===== config.mk =====
export PLATFORM = sky130hd
export DESIGN_NAME = pc16_sequencer
export DESIGN_NICKNAME = d
export VERILOG_FILES = /design/src/rtl/pc16_sequencer_pkg.sv /design/src/rtl/pc16_ras.sv /design/src/rtl/pc16_sequencer.sv
export SDC_FILE = /design/constraint.sdc
export NUM_CORES = 1
export LEC_CHECK = 0
export BUFFER_PORTS_ARGS = -buffer_cell sky130_fd_sc_hd__buf_2
export CORE_MARGIN = 2
export CORE_UTILIZATION = 26
export DETAILED_ROUTE_END_ITERATION = 7
export SLEW_MARGIN = 20
export SYNTH_ARGS = -nofsm -noshare
export SYNTH_HDL_FRONTEND = slang
export SYNTH_SLANG_ARGS = --single-unit

===== constraint.sdc =====
create_clock -name clk -period 1.4 [get_ports clk]
set_input_delay 0.28 -clock clk [delete_from_list [all_inputs] [get_ports clk]]
set_output_delay 0.28 -clock clk [all_outputs]
set_load 0.01 [all_outputs]

===== src/rtl/pc16_sequencer_pkg.sv =====
// Shared definitions for the pc16_sequencer program-counter stage:
// default address width, the per-edge action encodings produced by the
// command priority encoder, the reset value, and the encoder itself.
package pc16_sequencer_pkg;

    localparam int PC16_WIDTH       = 16;
    localparam int PC16_RESET_VALUE = 0;

    typedef enum logic [2:0] {
        ACT_HOLD = 3'd0,
        ACT_INC  = 3'd1,
        ACT_LOAD = 3'd2,
        ACT_CALL = 3'd3,
        ACT_RET  = 3'd4,
        ACT_CLR  = 3'd5
    } pc16_action_e;

    // Exactly one action per edge: clr > ret > call > load > inc > hold.
    function automatic pc16_action_e pc16_select_action(
        input logic clr,
        input logic ret,
        input logic call,
        input logic load,
        input logic inc
    );
        if (clr)       return ACT_CLR;
        else if (ret)  return ACT_RET;
        else if (call) return ACT_CALL;
        else if (load) return ACT_LOAD;
        else if (inc)  return ACT_INC;
        else           return ACT_HOLD;
    endfunction

endpackage


===== src/rtl/pc16_ras.sv =====
// Return-address stack for pc16_sequencer: a circular LIFO of
// DEPTH x WIDTH entries. A push onto a full stack overwrites the oldest
// entry, so the stack always holds the most recent DEPTH return addresses.
// Only instantiated when PC16_RAS_EN is defined.
module pc16_ras
    import pc16_sequencer_pkg::*;
#(
    parameter int WIDTH = PC16_WIDTH,
    parameter int DEPTH = 4
) (
    input  logic             clk,
    input  logic             rst,
    input  logic             push,
    input  logic             pop,
    input  logic [WIDTH-1:0] push_data,
    output logic [WIDTH-1:0] top,
    output logic             full,
    output logic             empty
);

    localparam int PTR_W = (DEPTH > 1) ? $clog2(DEPTH) : 1;
    localparam int CNT_W = $clog2(DEPTH + 1);

    logic [WIDTH-1:0] mem [DEPTH];
    logic [PTR_W-1:0] wr_ptr;
    logic [CNT_W-1:0] count;

    assign full  = (count == CNT_W'(DEPTH));
    assign empty = (count == '0);
    assign top   = mem[wr_ptr - PTR_W'(1)];

    // Write pointer wraps naturally (DEPTH is a power of two); count saturates at DEPTH.
    always_ff @(posedge clk or posedge rst) begin
        if (rst) begin
            wr_ptr <= PTR_W'(PC16_RESET_VALUE);
            count  <= CNT_W'(PC16_RESET_VALUE);
        end else if (push) begin
            wr_ptr <= wr_ptr + PTR_W'(1);
            if (!full) begin
                count <= count + CNT_W'(1);
            end
        end else if (pop && !empty) begin
            wr_ptr <= wr_ptr - PTR_W'(1);
            count  <= count - CNT_W'(1);
        end
    end

    // Storage needs no reset; an empty stack never exposes its contents.
    always_ff @(posedge clk) begin
        if (push && !rst) begin
            mem[wr_ptr] <= push_data;
        end
    end

endmodule


===== src/rtl/pc16_sequencer.sv =====
// Program-counter stage: registers the upstream selector's jump target and
// produces the instruction address with hold / increment / load / clear.
// Build option: define PC16_RAS_EN to add the return-address stack that
// gives call/return sequencing. Without it, call acts as load and ret is
// ignored, and the ras_* outputs are constant.
module pc16_sequencer
    import pc16_sequencer_pkg::*;
#(
    parameter int WIDTH     = PC16_WIDTH,
    parameter int RAS_DEPTH = 4
) (
    input  logic             clk,
    input  logic             rst,
    input  logic [WIDTH-1:0] in,
    input  logic             load,
    input  logic             inc,
    input  logic             clr,
    input  logic             call,
    input  logic             ret,
    output logic [WIDTH-1:0] out,
    output logic             wrap,
    output logic             ras_empty,
    output logic             ras_full,
    output logic             ras_err
);

    if (RAS_DEPTH < 2 || (RAS_DEPTH & (RAS_DEPTH - 1)) != 0) begin : g_bad_depth
        $error("pc16_sequencer: RAS_DEPTH must be a power of two and at least 2");
    end

`ifdef PC16_RAS_EN
    localparam bit RAS_ON = 1'b1;
`else
    localparam bit RAS_ON = 1'b0;
`endif

    pc16_action_e     action;
    logic [WIDTH:0]   inc_sum;
    logic [WIDTH-1:0] out_next;
    logic             wrap_next;
    logic             err_next;
    logic             stack_empty;

`ifdef PC16_RAS_EN
    logic             ras_push;
    logic             ras_pop;
    logic [WIDTH-1:0] ras_top;
    logic             stack_full;

    pc16_ras #(
        .WIDTH (WIDTH),
        .DEPTH (RAS_DEPTH)
    ) u_ras (
        .clk       (clk),
        .rst       (rst),
        .push      (ras_push),
        .pop       (ras_pop),
        .push_data (inc_sum[WIDTH-1:0]),
        .top       (ras_top),
        .full      (stack_full),
        .empty     (stack_empty)
    );

    assign ras_empty = stack_empty;
    assign ras_full  = stack_full;
`else
    assign stack_empty = 1'b1;
    assign ras_empty   = 1'b1;
    assign ras_full    = 1'b0;
`endif

    assign inc_sum = {1'b0, out} + (WIDTH + 1)'(1);

    // Pick the single action for this edge; ret is dead without the stack.
    always_comb begin
        action = pc16_select_action(clr, ret && RAS_ON, call, load, inc);
    end

    // Next program counter, pulse flags and stack strobes for the chosen action.
    always_comb begin
        out_next  = out;
        wrap_next = 1'b0;
        err_next  = 1'b0;
`ifdef PC16_RAS_EN
        ras_push  = 1'b0;
        ras_pop   = 1'b0;
`endif
        case (action)
            ACT_CLR: begin
                out_next = WIDTH'(PC16_RESET_VALUE);
            end
`ifdef PC16_RAS_EN
            ACT_RET: begin
                if (!stack_empty) begin
                    out_next = ras_top;
                    ras_pop  = 1'b1;
                end else begin
                    err_next = 1'b1;
                end
            end
            ACT_CALL: begin
                ras_push = 1'b1;
                out_next = in;
            end
`else
            ACT_CALL: begin
                out_next = in;
            end
`endif
            ACT_LOAD: begin
                out_next = in;
            end
            ACT_INC: begin
                out_next  = inc_sum[WIDTH-1:0];
                wrap_next = inc_sum[WIDTH];
            end
            default: begin
                out_next = out;
            end
        endcase
    end

    // Program counter and one-cycle pulse registers.
    always_ff @(posedge clk or posedge rst) begin
        if (rst) begin
            out     <= WIDTH'(PC16_RESET_VALUE);
            wrap    <= 1'b0;
            ras_err <= 1'b0;
        end else begin
            out     <= out_next;
            wrap    <= wrap_next;
            ras_err <= err_next && !stack_empty ? 1'b0 : err_next;
        end
    end

endmodule


# Word level (Yosys, flattened, before mapping)
# Cells that the tools add are included.
[word_totals]
reg_bits = 17
wordCells = 15
out_inout_bits = 20
[classes]
n_reduce_logical = 2
n_addsub = 1
mux = 6
n_eq_ne = 4
[op_table]
columns = ["op", "count"]
rows = [
  ["case mux 16 bit (3 select lines)", 1],
  ["adder 16 x 1 -> 17 bit, second input constant", 1],
  ["== test 3 x 2 -> 1 bit, second input constant", 2],
  ["2-to-1 mux 2 bit", 2],
  ["== test 3 x 1 -> 1 bit, second input constant", 1],
  ["== test 3 bit, second input constant", 1],
  ["2-to-1 mux 3 bit", 1],
  ["nonzero test 3 bit", 1],
  ["2-to-1 mux 1 bit", 2],
  ["OR reduction 2 bit", 1],
]

# Longest topological paths before layout
# Gate-level depths: netlist (run 1).
[logic_depth]
ltp_word = 7
depth_mapped = 5
depth_no_buf = 5

# Worst setup path after synthesis (run 1)
# OpenSTA, ideal clock, no wires.
[synth_path]
path_type = "register -> register"
start = "reg out[8]"
end = "reg out[12]"
synth_period_minus_slack_ps = 1577
arrival_time_ps = 1478
path_stages_with_launch = 5
slack_ps = -177
setup_ps = 99
t_required_ps = 1301
path_cell_list = "dfrtp_1 -> nand3_2 -> or2_0 -> or4_1 -> a311oi_1"
[synth_via]
elab_chain_cells = 2
[synth_lines]
columns = ["element", "line", "text"]
rows = [
  ["start: declaration", "pc16_sequencer.sv:20", "output logic [WIDTH-1:0] out,"],
  ["start signal: assignment", "pc16_sequencer.sv:126", "out <= WIDTH'(PC16_RESET_VALUE);"],
  ["start signal: assignment", "pc16_sequencer.sv:130", "out <= out_next;"],
  ["adder 16 x 1 -> 17 bit", "pc16_sequencer.sv:72", "assign inc_sum = {1'b0, out} + (WIDTH + 1)'(1);"],
  ["case mux 16 bit (3 select lines)", "pc16_sequencer.sv:88", "case (action)"],
]
# No other way between the ends.
# A chain may end at the register's enable or synchronous reset.

# Worst setup path in the final report (run 1)
[layout_path]
start = "reg out[10]"
end = "reg out[12]"
# Same word-level chain as after synthesis.

==> qor.csv, run 1 <==
metric;value;unit
ys_seq_area_share;37.9;%
n_antenna_cell;0;
commonest_cells_after_routing_fill_and_taps_aside;sky130_fd_sc_hd__buf_2 (38), sky130_fd_sc_hd__buf_4 (36), sky130_fd_sc_hd__nor2_1 (13);
num-fill-cells;429;
finalSetupViolCount;3;
globalRouteMet3Util;2.62;%
finalCritPeriodShare;104;%
design_area;1830;sq um
gpl_congestion;0.806;
hp-class;in2async;
post_drt_wl_per_cell;14.9;um
failed_checks;negative setup slack;
die_width;69.7;um
cts_tree;built;
synth_area_per_cell;8.37;sq um
groute.usage.overall;16.0;%
global_route.overflow_total;0;
synth.ff_latch_count;17;
clk_latency;250;ps
number_of_buffers_inserted_by_port_buffering;38;
grt-busiest-layer;met2;
initial_antenna_violation_count;0;
max_freq;690;MHz
rows;23;
post_dp_cell_area;1610;sq um
power.density_cell_area;690;nW/um^2
critPathRequiredTime;1560;ps
post_route_cells_drive_above_1_share;56.8;%
dr_total_vias;1325;
core_area;4090;sq um
ios;43;
synthToLayoutAreaGrowth;63.4;%
cp.buffers_inverters;0;
report.final.slew_viol_count;0;
cts_inserted_buffers;3;
clk_pin_slew_worst_paths;70;ps
path_class;reg2reg;
firstDrtPassIters;4;
clock_skew;1.88;ps
status;complete, but fails checks;
root_buffer;sky130_fd_sc_hd__clkbuf_8;
leakage;0.830;nW
starting_density;27.4;%
dpl_worst_slack;-259;ps
cts-root-to-sink-buffers;2;
peak_supply_drop;0.000357;V
critical_path.endpoint_type;flip-flop;
final_common_cell;sky130_fd_sc_hd__buf_2;
route.detailed.drc;0;
grt_pass1_vias;1310;
post_cts_hold_buffer_count;0;
viasPerCell;5.18;
count_of_final_hold_check_violations;0;
cts-htree-levels;1;
antenna_violating_nets_remaining;0;
timing.max_cap.violations;0;
die_h;69.7;um
final_critical_path_setup_slack;-49.1;ps
finalCriticalPeriod;1450;ps
met1_usage;22.1;%
worst_path_max_delay_cell;sky130_fd_sc_hd__or4_1;
syn-instance-count;134;
wirelength;3820;um
maximum_number_of_pins_on_one_net_before_global_route_repair;18;
drt_iter0_markers;85;
critical_path.max_fanout;3;
path_delay_family;simple AND/OR/NAND/NOR gates;
cp_slowest_stage_delay;390;ps
grt_first_pass_wirelength;6310;um
crit_path_cell_trace;nand3_2 -> or2_1 -> or4_1 -> a311oi_1;
arrival;1610;ps
dp_hpwl;2800;um
globalRouteMet2Util;26.0;%
synth_cell_type_count;39;
die_area;4850;sq um
finish.net_count;231;
rsz0062_at_grt;true;
startpoint_type;flip-flop;
mappedNetlistArea;1120;sq um
final_cell_count_no_fill;256;
dp_cells;247;
clock_sink_count;17;
synthesis.yosys.warnings;0;
[final timing paths]
check / startpoint / to / slack [ps] / cells after the start
min in group clk: in[3] / out[3] / 250 / 2
worst min-delay path: rst / out[14] / 30 / 3
worst min register to register: out[14] / out[14] / 640 / 3
worst max register to register: out[10] / out[12] / -50 / 4
max in group asynchronous: rst / out[0] / 1150 / 3
worst max-delay path: out[10] / out[12] / -50 / 4
[cell usage after synthesis]
library cell / instances / area share (%)
sky130_fd_sc_hd__a2111oi_0: 2 / 1.6
sky130_fd_sc_hd__buf_6: 1 / 1.0
sky130_fd_sc_hd__o21ai_0: 3 / 1.3
sky130_fd_sc_hd__or4_1: 2 / 1.3
sky130_fd_sc_hd__nand4_2: 1 / 1.1
sky130_fd_sc_hd__nor4_1: 3 / 1.7
sky130_fd_sc_hd__or2_0: 1 / 0.56
sky130_fd_sc_hd__a22o_1: 1 / 0.78
sky130_fd_sc_hd__nand2_1: 13 / 4.4
sky130_fd_sc_hd__a21bo_1: 1 / 0.89
sky130_fd_sc_hd__nor3_1: 4 / 1.8
sky130_fd_sc_hd__nand4_1: 4 / 2.2
sky130_fd_sc_hd__dfrtp_1: 17 / 38
sky130_fd_sc_hd__and3_1: 3 / 1.7
sky130_fd_sc_hd__o311ai_1: 1 / 0.78
sky130_fd_sc_hd__conb_1: 2 / 0.67
sky130_fd_sc_hd__xnor2_1: 6 / 4.7
sky130_fd_sc_hd__buf_2: 2 / 0.89
sky130_fd_sc_hd__xor2_1: 1 / 0.78
sky130_fd_sc_hd__inv_1: 3 / 1.0
sky130_fd_sc_hd__a21oi_1: 8 / 3.6
sky130_fd_sc_hd__a31oi_1: 3 / 1.7
sky130_fd_sc_hd__a311oi_1: 1 / 0.78
sky130_fd_sc_hd__o31ai_1: 1 / 0.67
sky130_fd_sc_hd__o2bb2ai_1: 2 / 1.6
sky130_fd_sc_hd__a31o_1: 1 / 0.78
sky130_fd_sc_hd__or3_1: 2 / 1.1
sky130_fd_sc_hd__o21ba_1: 1 / 0.89
sky130_fd_sc_hd__a211oi_1: 6 / 4.0
sky130_fd_sc_hd__ha_1: 1 / 1.1
sky130_fd_sc_hd__a21o_1: 1 / 0.67
sky130_fd_sc_hd__and3b_1: 1 / 0.78
sky130_fd_sc_hd__clkbuf_1: 1 / 0.33
sky130_fd_sc_hd__nor2_1: 17 / 5.7
sky130_fd_sc_hd__nor2_2: 1 / 0.56
sky130_fd_sc_hd__nand3_2: 1 / 0.89
sky130_fd_sc_hd__buf_4: 5 / 3.3
sky130_fd_sc_hd__nand3_1: 7 / 3.1
sky130_fd_sc_hd__o21ai_1: 3 / 1.3
[through the flow]
step / util, % / hold WS [ps] / TNS (ps) / power, mW
finish: 44.8 / 27.6 / -61.2 / 1.26
global route: 44.8 / 56.0 / -499 / 1.33
CTS: 42.0 / 34.5 / -76.2 / 1.25
detailed placement: 39.3 / 307 / -623 / 0.862
global placement: 39.3 / 308 / -283 / 0.858
floorplan: - / 206 / -27.4 / 0.710
[per-layer routing]
metal	routed length [um]	vias to the layer above
met4	53	0
met1	1690	638
met3	259	5
li1	-	631
met2	1820	51
met5	0	-
[cell type report]
cell class	count	area [sq um]	area share (%)
clock buffers	4	45.0	2.46
multi-input cells	106	792	43.2
repair buffers	76	483	26.4
flip-flops and latches	17	438	23.9
well taps	50	62.6	3.42
inverters	3	11.3	0.615
[kinds of logic (layout without fill, tap and decap cells)]
logic type	count (synthesis)	in the layout	synth area share, %
other	2	3	0.670
flip-flops	17	17	37.9
AND/OR/NAND/NOR	60	60	26.9
adder cells (fa/ha/maj)	1	1	1.12
AO/OA/AOI/OAI	35	35	21.3
buffers and inverters	12	83	6.58
XOR/XNOR	7	7	5.47
[flip-flops by register name (all words and copies together) (netlist names)]
name / flops
out: 16
wrap: 1
[power by group]
part / leakage [nW] / switching [mW] / internal [mW]
logic: 0.597 / 0.170 / 0.156
clock network: 0.0228 / 0.179 / 0.202
registers: 0.211 / 0.0317 / 0.523
[tightest hold or removal path: cells and delay by family]
kind                   cells  cell delay (ps)
buffers and inverters      3              380
[timing repair]
action | 4_1_cts | 5_1_grt
resized for setup | 9 | 23
setup buffers | 3 | 2
pin swaps | 3 | 6
setup endpoints to repair | 6 | 13
Note: power is estimated with default switching activity, not from simulation.
==> inputs of run 2 (changes only) <==
--- a/config.mk
+++ b/config.mk
@@ -7,8 +7,10 @@
 export LEC_CHECK = 0
 export BUFFER_PORTS_ARGS = -buffer_cell sky130_fd_sc_hd__buf_2
 export CORE_MARGIN = 2
-export CORE_UTILIZATION = 26
+export CORE_UTILIZATION = 43
 export DETAILED_ROUTE_END_ITERATION = 7
+export GPL_ROUTABILITY_DRIVEN = 0
+export PLACE_DENSITY = 0.74
 export SLEW_MARGIN = 20
 export SYNTH_ARGS = -nofsm -noshare
 export SYNTH_HDL_FRONTEND = slang
==> qor.csv, run 2 (synthesis gave the netlist of run 1 again) <==
metric;value;unit;change
status;complete, but fails checks;;
failed_checks;negative setup slack;;
die_area;3030;sq um;-38%
finish.net_count;234;;+1.3%
drt_iter0_markers;30;;-65%
dp_hpwl;2680;um;-4.3%
tns;-330;ps;-269 ps
global_route.overflow_total;0;;unchanged
finalCritPeriodShare;106;%;+2.2 points
antenna_violating_nets_remaining;0;;unchanged
report.final.slew_viol_count;0;;unchanged
cts_inserted_buffers;3;;unchanged
finalCriticalPeriod;1480;ps;+31.3 ps
layout.core_utilization;70.7;%;+26 points
hold_slack;204;ps;+177 ps
n_antenna_cell;0;;unchanged
clock_sink_count;17;;unchanged
post_drt_wl_per_cell;16.2;um;+8.6%
dr_total_vias;1364;;+2.9%
critical_path.reg2reg.startpoint;out[1];;
hp-class;in2reg;;
root_buffer;sky130_fd_sc_hd__clkbuf_4;;
power.density_cell_area;671;nW/um^2;-2.7%
peak_supply_drop;0.000484;V;+36%
cts-root-to-sink-buffers;2;;unchanged
leakage;0.799;nW;-3.8%
synthToLayoutAreaGrowth;56.1;%;
design_area;1750;sq um;-4.4%
overall_power;1.17;mW;-7.0%
cts_tree;built;;
critical_path.endpoint_type;flip-flop;;
final_critical_path_setup_slack;-80.4;ps;-31.3 ps
grt_pass1_vias;1258;;-4.0%
final_cell_count_no_fill;239;;-6.6%
critPathRequiredTime;1590;ps;+30 ps
top_signal_layer_used;met4;;
layout_top_registers;out x16, wrap x1;;
clk_latency;300;ps;+50 ps
ios;43;;unchanged
crit_path_cell_trace;ha_4 -> nand3_1 -> nor3_1 -> o2bb2ai_1 -> a2111oi_2;;
post_route_cells_drive_above_1_share;52.6;%;-4.2 points
dp_cells;229;;-7.3%
maximum_number_of_pins_on_one_net_before_global_route_repair;18;;unchanged
largest_reg_flops;16;;unchanged
critical_path.max_fanout;4;;+1
finalSetupViolCount;7;;+4
startpoint_type;flip-flop;;
whs_endpoint;out[11];;
core_area;2480;sq um;-39%
firstDrtPassIters;4;;unchanged
cts-htree-levels;1;;unchanged
cp_slowest_stage_delay;450;ps;+60 ps
dpl_worst_slack;-133;ps;+126 ps
grt_first_pass_wirelength;5910;um;-6.3%
timing.max_cap.violations;0;;unchanged
route.detailed.drc;0;;unchanged
arrival;1670;ps;+60 ps
regToRegEndpoint;out[10];;
timing.hold.worst.start;in[11];;
number_of_buffers_inserted_by_port_buffering;38;;unchanged
path_class;reg2reg;;
post_dp_cell_area;1600;sq um;-0.62%
wirelength;3870;um;+1.4%
initial_antenna_violation_count;0;;unchanged
final_common_cell;sky130_fd_sc_hd__buf_4;;
largest_register;out;;
viasPerCell;5.71;;+10%
max_freq;676;MHz;-2.1%
die_h;55.1;um;-21%
clock_skew;6.28;ps;+4.39 ps
count_of_final_hold_check_violations;0;;unchanged
clk_pin_slew_worst_paths;100;ps;+30 ps
worst_path_max_delay_cell;sky130_fd_sc_hd__dfrtp_2;;
commonest_cells_after_routing_fill_and_taps_aside;sky130_fd_sc_hd__buf_4 (38), sky130_fd_sc_hd__buf_2 (37), sky130_fd_sc_hd__nor2_1 (16);;
die_width;55.1;um;-21%
wl_met1;1550;um;-8.1%
met2_length;2030;um;+12%
min_path_cells;3;;
groute.usage.overall;27.5;%;+11 points
rows;18;;-22%
worst-r2r-setup-slack;-80;ps;-30 ps
worst_r2r_path_depth;5;;+1
starting_density;45.3;%;+18 points
route.met3.wl;222;um;-14%
rsz0062_at_grt;true;;
run 2: cell count changes in the layout (fill, tap and decap cells not counted), moves of 3 or more:
cell	change
sky130_fd_sc_hd__clkbuf_4	+3
sky130_fd_sc_hd__a211oi_1	+3
sky130_fd_sc_hd__clkbuf_8	-3
sky130_fd_sc_hd__a211oi_2	-3
sky130_fd_sc_hd__nor2_1	+3
run 2: worst max-delay path by stage:
stage | from | to | slack, ps
2_1_floorplan | out[1] | out[12] | -30
3_3_place_gp | out[1] | out[8] | -40
3_5_place_dp | out[1] | out[8] | -130
4_1_cts | out[1] | out[12] | -60
5_1_grt | out[1] | out[12] | -140
6_report | out[1] | out[10] | -80
run 2: area by class of cell:
type	instances	area, sq um
clock buffer	4	26.3
fill	211	727
inverter	3	11.3
multi-input combinational	106	726
sequential	17	435
tap	30	37.5
timing repair buffer	79	514
run 2: layer usage:
metal	vias up	track usage [%]
met5	-	0
met2	62	46.8
li1	636	-
met1	657	34.8
met3	9	4.03
met4	0	11.0
run 2: power by group:
part           total [mW]  internal, mW  switching [mW]
clock network       0.285         0.111           0.174
registers           0.556         0.522          0.0347
logic               0.333         0.165           0.168
run 2: critical path, delay by kind of cell (launching register included):
kind / cells / cell delay (ps)
AO/OA/AOI/OAI: 2 / 490
flip-flops: 1 / 450
AND/OR/NAND/NOR: 2 / 250
adder cells (fa/ha/maj): 1 / 180
run 2: repair_timing:
action	4_1_cts	5_1_grt
setup endpoints to repair	7	11
endpoints found under the hold margin	17	0
pin swaps	4	5
setup buffers	2	3
gates resized for setup	11	8
hold buffers	1	0
gates cloned	0	0
==> inputs of run 3 (changes only) <==
--- a/config.mk
+++ b/config.mk
@@ -10,7 +10,7 @@
 export CORE_UTILIZATION = 43
 export DETAILED_ROUTE_END_ITERATION = 7
 export GPL_ROUTABILITY_DRIVEN = 0
-export PLACE_DENSITY = 0.74
+export PLACE_DENSITY_LB_ADDON = 0.25
 export SLEW_MARGIN = 20
 export SYNTH_ARGS = -nofsm -noshare
 export SYNTH_HDL_FRONTEND = slang
==> qor.csv, run 3 (synthesis gave the netlist of run 1 again) <==
metric;value;unit;change
dpl_worst_slack;-104;ps;+28.9 ps
report.final.slew_viol_count;0;;unchanged
pwr-share-seq;47.8;%;+0.4 points
cts-root-to-sink-buffers;2;;unchanged
critPathRequiredTime;1610;ps;+20 ps
n_antenna_cell;0;;unchanged
clock_sink_count;17;;unchanged
firstDrtPassIters;4;;unchanged
failed_checks;negative setup slack;;
arrival;1680;ps;about the same
finalCriticalPeriod;1470;ps;-6.94 ps
route.detailed.drc;0;;unchanged
die_area;3030;sq um;unchanged
dr_total_vias;1330;;-2.5%
post_drt_wl_per_cell;15.3;um;-5.3%
cellInternalPower;785;uW;-1.6%
max_freq;679;MHz;+0.47%
peak_supply_drop;0.000521;V;+7.5%
largest_reg_flops;16;;unchanged
synthToLayoutAreaGrowth;55.8;%;
initial_antenna_violation_count;0;;unchanged
drt_iter0_markers;24;;-20%
maximum_number_of_pins_on_one_net_before_global_route_repair;18;;unchanged
core_area;2480;sq um;unchanged
dp_hpwl;2590;um;-3.5%
commonest_cells_after_routing_fill_and_taps_aside;sky130_fd_sc_hd__buf_2 (38), sky130_fd_sc_hd__buf_4 (35), sky130_fd_sc_hd__nor2_1 (15);;
startpoint_type;flip-flop;;
clock_skew;0.946;ps;-5.33 ps
die_width;55.1;um;unchanged
finalCritPeriodShare;105;%;-0.50 points
largest_register;out;;
final_critical_path_setup_slack;-73.4;ps;+6.94 ps
count_of_final_hold_check_violations;0;;unchanged
layout_top_registers;out x16, wrap x1;;
layout.core_utilization;70.5;%;-0.15 points
clk_pin_slew_worst_paths;120;ps;+20 ps
p_switching;379;uW;+0.54%
hp-class;in2reg;;
final_common_cell;sky130_fd_sc_hd__buf_2;;
leakage;0.813;nW;+1.7%
starting_density;45.3;%;unchanged
timing.max_cap.violations;0;;unchanged
ios;43;;unchanged
finish.net_count;230;;-1.7%
wirelength;3610;um;-6.9%
grt_first_pass_wirelength;5500;um;-7.0%
rsz0062_at_grt;true;;
post_route_cells_drive_above_1_share;54.6;%;+2.0 points
clkPwrFrac;24.7;%;+0.4 points
cts_tree;built;;
viasPerCell;5.66;;-0.83%
clk_latency;290;ps;about the same
grt_pass1_vias;1271;;+1.0%
number_of_buffers_inserted_by_port_buffering;38;;unchanged
power.share.combinational;27.5;%;-0.9 points
critical_path.endpoint_type;flip-flop;;
rows;18;;unchanged
antenna_violating_nets_remaining;0;;unchanged
root_buffer;sky130_fd_sc_hd__clkbuf_4;;
global_route.overflow_total;0;;unchanged
critical_path.max_fanout;4;;unchanged
finalSetupViolCount;2;;-5
overall_power;1.16;mW;-0.90%
path_class;reg2reg;;
cts_inserted_buffers;3;;unchanged
cts-htree-levels;1;;unchanged
netSwitchingFraction;32.5;%;+0.47 points
groute.usage.overall;25.1;%;-2.4 points
status;complete, but fails checks;;
power.density_cell_area;667;nW/um^2;-0.69%
die_h;55.1;um;unchanged
tns;-89.4;ps;+240 ps
## run 3: cell count changes in the layout (fill, tap and decap cells not counted), sizes merged
cell    change
clkinv      +1
clkbuf      -1
buf         -4
## run 3: final timing paths
check	cells after the start	slack (ps)	from	to
worst max-delay path	4	-70	out[8]	out[12]
worst min-delay path	2	200	in[3]	out[3]
worst max register to register	4	-70	out[8]	out[12]
worst min register to register	3	640	out[14]	out[14]
max in group asynchronous	4	680	rst	out[9]
min in group asynchronous	4	520	rst	out[14]
## run 3: worst max-delay path, cell delays in order, from the launching register on
cell                       delay [ps]
sky130_fd_sc_hd__dfrtp_2          420
sky130_fd_sc_hd__nand3_2           80
sky130_fd_sc_hd__or2_1            240
sky130_fd_sc_hd__or4_4            430
sky130_fd_sc_hd__a311oi_2         210
## run 3: layout make-up
| class | count | area, sq um |
|---|---|---|
| clock inverters | 1 | 5.00 |
| well taps | 30 | 37.5 |
| inverters | 3 | 11.3 |
| multi-input cells | 106 | 759 |
| clock buffers | 3 | 22.5 |
| fillers | 209 | 731 |
| flip-flops and latches | 17 | 437 |
| repair buffers | 75 | 474 |
## run 3: power by group through the flow
stage | clock (mW) | sequential (mW) | combinational [mW]
floorplan | 0 | 0.584 | 0.126
global placement | 0 | 0.563 | 0.287
detailed placement | 0 | 0.565 | 0.295
CTS | 0.292 | 0.555 | 0.306
global route | 0.312 | 0.561 | 0.353
finish | 0.287 | 0.557 | 0.321
## run 3: timing repair
item,in CTS,in global routing
setup buffers,0,1
pin swaps,5,6
hold endpoints to repair,17,0
endpoints found under the setup margin,7,11
hold buffers,1,0
resized for setup,10,15
## run 3: per-layer routing
metal	vias to the layer above	GRT usage, %	routed length [um]
met4	0	8.13	45
met5	-	0	0
met1	642	29.9	1590
met3	10	4.30	157
met2	43	45.4	1810
li1	635	-	-
## run 3: metrics by stage
step / hold slack (ps) / instance area [sq um] / std cells
after floorplan: 206 / 1170 / 135
after global placement: 301 / 1600 / 229
after detailed placement: 303 / 1600 / 229
after CTS: 198 / 1680 / 234
after global routing: 193 / 1750 / 235
final: 203 / 1750 / 235
